File: src/rtl/sample_circuit_bist_ctrl_if.sv
// sample_circuit_bist_ctrl_if: control, status and DUT-stimulus bundle of the BIST sequencer
interface sample_circuit_bist_ctrl_if #(
    parameter int WIDTH     = 3,
    parameter int ERR_CNT_W = 8
);
    logic                   start;
    logic                   abort;
    logic                   busy;
    logic                   done;
    logic                   pass;
    logic [WIDTH-1:0]       a_o;
    logic [WIDTH-1:0]       b_o;
    logic [WIDTH-1:0]       c_o;
    logic [WIDTH-1:0]       y_i;
    logic [ERR_CNT_W-1:0]   err_count;
    logic                   first_fail_valid;
    logic [3*WIDTH-1:0]     first_fail_pat;
    modport master (
        output start, abort, y_i,
        input  busy, done, pass, a_o, b_o, c_o, err_count, first_fail_valid, first_fail_pat
    );
    modport slave (
        input  start, abort, y_i,
        output busy, done, pass, a_o, b_o, c_o, err_count, first_fail_valid, first_fail_pat
    );
endinterface

File: src/rtl/sample_circuit_bist_ctrl.sv
// sample_circuit_bist_ctrl: exhaustive BIST sweep of y = (c | (a & b)) & ~a with error count and first-fail capture.
// Define SAMPLE_BIST_STOP_ON_FAIL_EN to end the run at the first mismatch, leaving the failing pattern on a_o/b_o/c_o.
module sample_circuit_bist_ctrl #(
    parameter int WIDTH         = 3,
    parameter int SETTLE_CYCLES = 2,
    parameter int ERR_CNT_W     = 8
) (
    input logic clk,
    input logic rst,
    sample_circuit_bist_ctrl_if.slave bus
);
    localparam int PW = 3 * WIDTH;
    localparam int CW = $clog2(SETTLE_CYCLES + 2);
    typedef enum logic [2:0] {IDLE, APPLY, SETTLE, CHECK, DONE} state_t;
    state_t               state_q, state_d;
    logic [PW-1:0]        pat_q, pat_d;
    logic [CW-1:0]        cnt_q, cnt_d;
    logic [ERR_CNT_W-1:0] err_q, err_d;
    logic                 ffv_q, ffv_d;
    logic [PW-1:0]        ffp_q, ffp_d;
    logic                 pass_q, pass_d;
    logic [WIDTH-1:0]     a, b, c, expv;
    logic                 mis, run;
    assign {c, b, a} = pat_q;
    assign expv      = (c | (a & b)) & ~a;
    assign mis       = bus.y_i != expv;
    assign run       = state_q inside {APPLY, SETTLE, CHECK};
    always_comb begin
        state_d = state_q;
        pat_d   = pat_q;
        cnt_d   = cnt_q;
        err_d   = err_q;
        ffv_d   = ffv_q;
        ffp_d   = ffp_q;
        pass_d  = pass_q;
        case (state_q)
            IDLE: if (bus.start) begin
                state_d = APPLY;
                pat_d   = '0;
                err_d   = '0;
                ffv_d   = 1'b0;
                ffp_d   = '0;
                pass_d  = 1'b0;
            end
            APPLY: begin
                state_d = SETTLE_CYCLES > 0 ? SETTLE : CHECK;
                cnt_d   = '0;
            end
            SETTLE: begin
                cnt_d   = cnt_q + 1'b1;
                state_d = int'(cnt_q) + 1 >= SETTLE_CYCLES ? CHECK : SETTLE;
            end
            CHECK: begin
                if (mis) begin
                    err_d = &err_q ? err_q : err_q + 1'b1;
                    if (!ffv_q) begin
                        ffv_d = 1'b1;
                        ffp_d = pat_q;
                    end
                end
`ifdef SAMPLE_BIST_STOP_ON_FAIL_EN
                if (&pat_q || mis) begin
`else
                if (&pat_q) begin
`endif
                    state_d = DONE;
                    pass_d  = !ffv_d;
                end else begin
                    state_d = APPLY;
                    pat_d   = pat_q + 1'b1;
                end
            end
            DONE:    state_d = IDLE;
            default: state_d = IDLE;
        endcase
        // abort outranks everything in a run, including a final or failing CHECK
        if (bus.abort && run) begin
            state_d = IDLE;
            pat_d   = pat_q;
            err_d   = err_q;
            ffv_d   = ffv_q;
            ffp_d   = ffp_q;
            pass_d  = 1'b0;
        end
    end
    always_ff @(posedge clk) begin
        if (rst) begin
            state_q <= IDLE;
            pat_q   <= '0;
            cnt_q   <= '0;
            err_q   <= '0;
            ffv_q   <= 1'b0;
            ffp_q   <= '0;
            pass_q  <= 1'b0;
        end else begin
            state_q <= state_d;
            pat_q   <= pat_d;
            cnt_q   <= cnt_d;
            err_q   <= err_d;
            ffv_q   <= ffv_d;
            ffp_q   <= ffp_d;
            pass_q  <= pass_d;
        end
    end
    assign bus.busy             = run;
    assign bus.done             = state_q == DONE;
    assign bus.pass             = pass_q;
    assign bus.a_o              = a;
    assign bus.b_o              = b;
    assign bus.c_o              = c;
    assign bus.err_count        = err_q;
    assign bus.first_fail_valid = ffv_q;
    assign bus.first_fail_pat   = ffp_q;
endmodule

File: src/flat_wrapper.sv
// flat-port wrapper written by rule: the top's interface ports become plain ports
module sample_circuit_bist_ctrl_flat 
#(
    parameter int WIDTH         = 3,
    parameter int SETTLE_CYCLES = 2,
    parameter int ERR_CNT_W     = 8
)
  (clk, rst, bus_start, bus_abort, bus_y_i, bus_busy, bus_done, bus_pass, bus_a_o, bus_b_o, bus_c_o, bus_err_count, bus_first_fail_valid, bus_first_fail_pat);
  sample_circuit_bist_ctrl_if #(.WIDTH(WIDTH), .ERR_CNT_W(ERR_CNT_W)) bus_i ();
  input logic clk;
  input logic rst;
  input wire logic [$bits(bus_i.start)-1:0] bus_start;
  input wire logic [$bits(bus_i.abort)-1:0] bus_abort;
  input wire logic [$bits(bus_i.y_i)-1:0] bus_y_i;
  output wire logic [$bits(bus_i.busy)-1:0] bus_busy;
  output wire logic [$bits(bus_i.done)-1:0] bus_done;
  output wire logic [$bits(bus_i.pass)-1:0] bus_pass;
  output wire logic [$bits(bus_i.a_o)-1:0] bus_a_o;
  output wire logic [$bits(bus_i.b_o)-1:0] bus_b_o;
  output wire logic [$bits(bus_i.c_o)-1:0] bus_c_o;
  output wire logic [$bits(bus_i.err_count)-1:0] bus_err_count;
  output wire logic [$bits(bus_i.first_fail_valid)-1:0] bus_first_fail_valid;
  output wire logic [$bits(bus_i.first_fail_pat)-1:0] bus_first_fail_pat;
  assign bus_i.start = bus_start;
  assign bus_i.abort = bus_abort;
  assign bus_i.y_i = bus_y_i;
  assign bus_busy = bus_i.busy;
  assign bus_done = bus_i.done;
  assign bus_pass = bus_i.pass;
  assign bus_a_o = bus_i.a_o;
  assign bus_b_o = bus_i.b_o;
  assign bus_c_o = bus_i.c_o;
  assign bus_err_count = bus_i.err_count;
  assign bus_first_fail_valid = bus_i.first_fail_valid;
  assign bus_first_fail_pat = bus_i.first_fail_pat;
  sample_circuit_bist_ctrl #(.WIDTH(WIDTH), .SETTLE_CYCLES(SETTLE_CYCLES), .ERR_CNT_W(ERR_CNT_W)) u_core (.clk(clk), .rst(rst), .bus(bus_i));
endmodule
File: config.mk
export PLATFORM = sky130hd
export DESIGN_NAME = sample_circuit_bist_ctrl_flat
export DESIGN_NICKNAME = d
export VERILOG_FILES = /design/src/rtl/sample_circuit_bist_ctrl_if.sv /design/src/rtl/sample_circuit_bist_ctrl.sv /design/src/flat_wrapper.sv
export SDC_FILE = /design/constraint.sdc
export NUM_CORES = 1
export LEC_CHECK = 0
export CORE_ASPECT_RATIO = 1.4
export CORE_UTILIZATION = 25
export DETAILED_ROUTE_END_ITERATION = 10
export HOLD_SLACK_MARGIN = 0.15
export SLEW_MARGIN = 20
export SYNTH_ARGS = -nofsm -noshare
export SYNTH_HDL_FRONTEND = slang
export SYNTH_SLANG_ARGS = --single-unit
File: constraint.sdc
create_clock -name clk -period 2.55 [get_ports clk]
set_input_delay 0.765 -clock clk [delete_from_list [all_inputs] [get_ports clk]]
set_output_delay 0.765 -clock clk [all_outputs]
set_load 0.005 [all_outputs]
==> reports/qor.yml <==
syn_area_mm2: 0.001600
cts_buffer_depth: 2
slew_violations: 0
maxCapViolCount: 0
cts.hold.buffers_added: 0
placed_area_mm2: 0.002077
finalClockSkew_ns: 0.004135
grt_max_degree: 12
fillers: 668
numCtsBuffers: 5
cts_resized: 0
io_buffers: 36
grt_use_met3: 0.02917
htree_num_levels: 2
crit_path_max_fanout: 6
synth_nets: 180
core_mm2: 0.006211
syn_area_per_cell_um2: 9.469
floorplan.initialDensity: 0.2577
drtIter0Drc: 42
gp_congestion: 0.7787
die_w_um: 69.62
hold_violations: 0
io_pins: 37
min_path_cells: 2
hold_class: "flop to flop"
rsz0062_at_grt: "no"
antenna_found_initial: 0
dp_hpwl_mm: 2.852
cts.sinks: 33
clk_latency_ns: 0.28
ant_nets: 0
tightest_slew_ns: 0.5507
drt_first_pass_iters: 4
stdcell_area_mm2: 0.002178
grt_pass1_wl_mm: 6.410
outcome: "complete, no violations"
post-route-util: 0.3507
finalCritPeriodShare: 0.8918
grt_pass1_vias: 1377
via_count: 1384
grt_busiest_layer: "met2"
met2_usage: 0.2084
synth_edf_count: 0
finalSetupViolations: 0
ys_warn_count: 0
drt-total-wl_mm: 3.748
nets: 225
crit_type: "input pin to flop"
wl_per_cell_um: 13.06
clk_pin_slew_ns: 0.07
grt_overflow_total: 0
startpoint_type: "input pin"
post-cts-setup-buffers: 0
synth_cell_type_count: 45
p_leak_nw: 0.7895
postSynthCellCount: 169
grt_usage: 0.1190
antennaDiodeCount: 0
die_h_um: 96.67
ys_seq_area_frac: 0.4128
dieArea_mm2: 0.006730
cts_root_buf: "clkbuf_8"
route.detailed.drc: 0
worstPathRequired_ns: 2.72
drive_gt1_frac: 0.1209
crit_arrival_ns: 2.45
rows: 34
relSlewSlack: 0.6300
cts_tree: "yes"
end_kind: "flop"
ys.flop_type: "dfxtp_1"
fmax_mhz: 439.7
period_needed_ns: 2.274
r2r.worst_path.cells: 9
final_common_cell: "clkdlybuf4s50_1"
via_per_inst: 4.822
gr-usage-met1: 0.1305
ys_async_sr_fraction: 0
syn2layout_area_growth_pct: 36.12
peakVddDrop_mv: 0.1999
layout.cells.most_common_list: "clkdlybuf4s50_1 (36), dfxtp_1 (33), nor2_1 (17)"
power.density_mw_per_mm2: 507.6
synth_seq_cells: 33
==> final cells by class <==
type,instances,area (um2),area share
Clock buffer,7,96.34,0.04423
Tap cell,72,90.09,0.04136
Multi-Input combinational cell,125,887.1,0.4072
Timing Repair Buffer,44,420.4,0.1930
Inverter,5,18.77,0.008616
Clock inverter,1,5.005,0.002298
Sequential cell,33,660.6,0.3033
==> where the power goes <==
group	switching (mW)	internal, mW
clock network	0.195	0.244
registers	0.00448	0.522
logic	0.0781	0.0617
==> logic make-up after synthesis <==
| kind of cell | after synthesis | synth area share |
|---|---|---|
| buffers and inverters | 11 | 0.03284 |
| AO/OA/AOI/OAI | 42 | 0.2041 |
| adder cells (fa/ha/maj) | 4 | 0.03128 |
| flip-flops | 33 | 0.4128 |
| XOR/XNOR | 10 | 0.05943 |
| AND/OR/NAND/NOR | 67 | 0.2471 |
| multiplexers | 2 | 0.01251 |
==> registers in the layout (all words and copies together), names as in the netlist <==
register / count
u_core.bus.first_fail_valid: 1
u_core.cnt_q: 2
u_core.bus.pass: 1
u_core.bus.first_fail_pat: 9
u_core.state_q: 3
u_core.bus.err_count: 8
u_core.pat_q: 9
==> final timing paths <==
kind	from	endpoint	slack, ns
setup / recovery	bus_start	u_core.bus.err_count[5]	0.28
hold / removal	u_core.bus.pass	u_core.bus.pass	0.46
setup reg to reg	u_core.pat_q[4]	u_core.pat_q[3]	0.34
hold reg to reg	u_core.bus.pass	u_core.bus.pass	0.46
==> synthesized netlist by cell type (2+ instances only) <==
cell type	instances	area share
nand2b_1	7	0.027
a21oi_1	10	0.031
a211o_1	2	0.011
nand2_1	5	0.012
and2_1	3	0.012
and3_1	5	0.020
nand3_1	9	0.028
ha_1	4	0.031
nor2_1	17	0.040
inv_1	5	0.012
clkbuf_1	2	0.0047
xnor2_1	3	0.016
o31ai_1	5	0.023
o21ai_0	3	0.0094
nand4bb_1	2	0.014
xor2_1	6	0.033
a21oi_4	2	0.020
nand4_1	5	0.020
buf_2	3	0.0094
dfxtp_1	33	0.41
mux2i_1	2	0.013
a22o_1	9	0.049
nand3b_1	2	0.0094
o211ai_1	4	0.019
==> worst max-delay path, stage by stage <==
cell and delay [ns]:
clkdlybuf4s50_1 0.50, or4b_4 0.52, a32oi_2 0.21, o31ai_2 0.17, o211ai_1 0.20, o31ai_1 0.09
==> per-stage QoR <==
stage          hold WS [ns]  cells  power (mW)  worst slack, ns  TNS [ns]
4_1_cts              0.4687    287       1.120           0.2750         0
3_5_place_dp         0.4612    279      0.6792         -0.03594   -0.1225
5_1_grt              0.4961    287       1.155           0.1539         0
2_1_floorplan        0.4525    169      0.6311           0.5591         0
6_report             0.4606    287       1.106           0.2759         0
3_3_place_gp         0.4518    279      0.6782         0.004607         0
==> routing by layer <==
metal  vias to the layer above  part of all wire
li1                        708                 -
met1                       645              0.43
met2                        24              0.51
met3                         7             0.033
met4                         0             0.026
met5                         -                 0
Note: power is estimated with default switching activity, not from simulation.
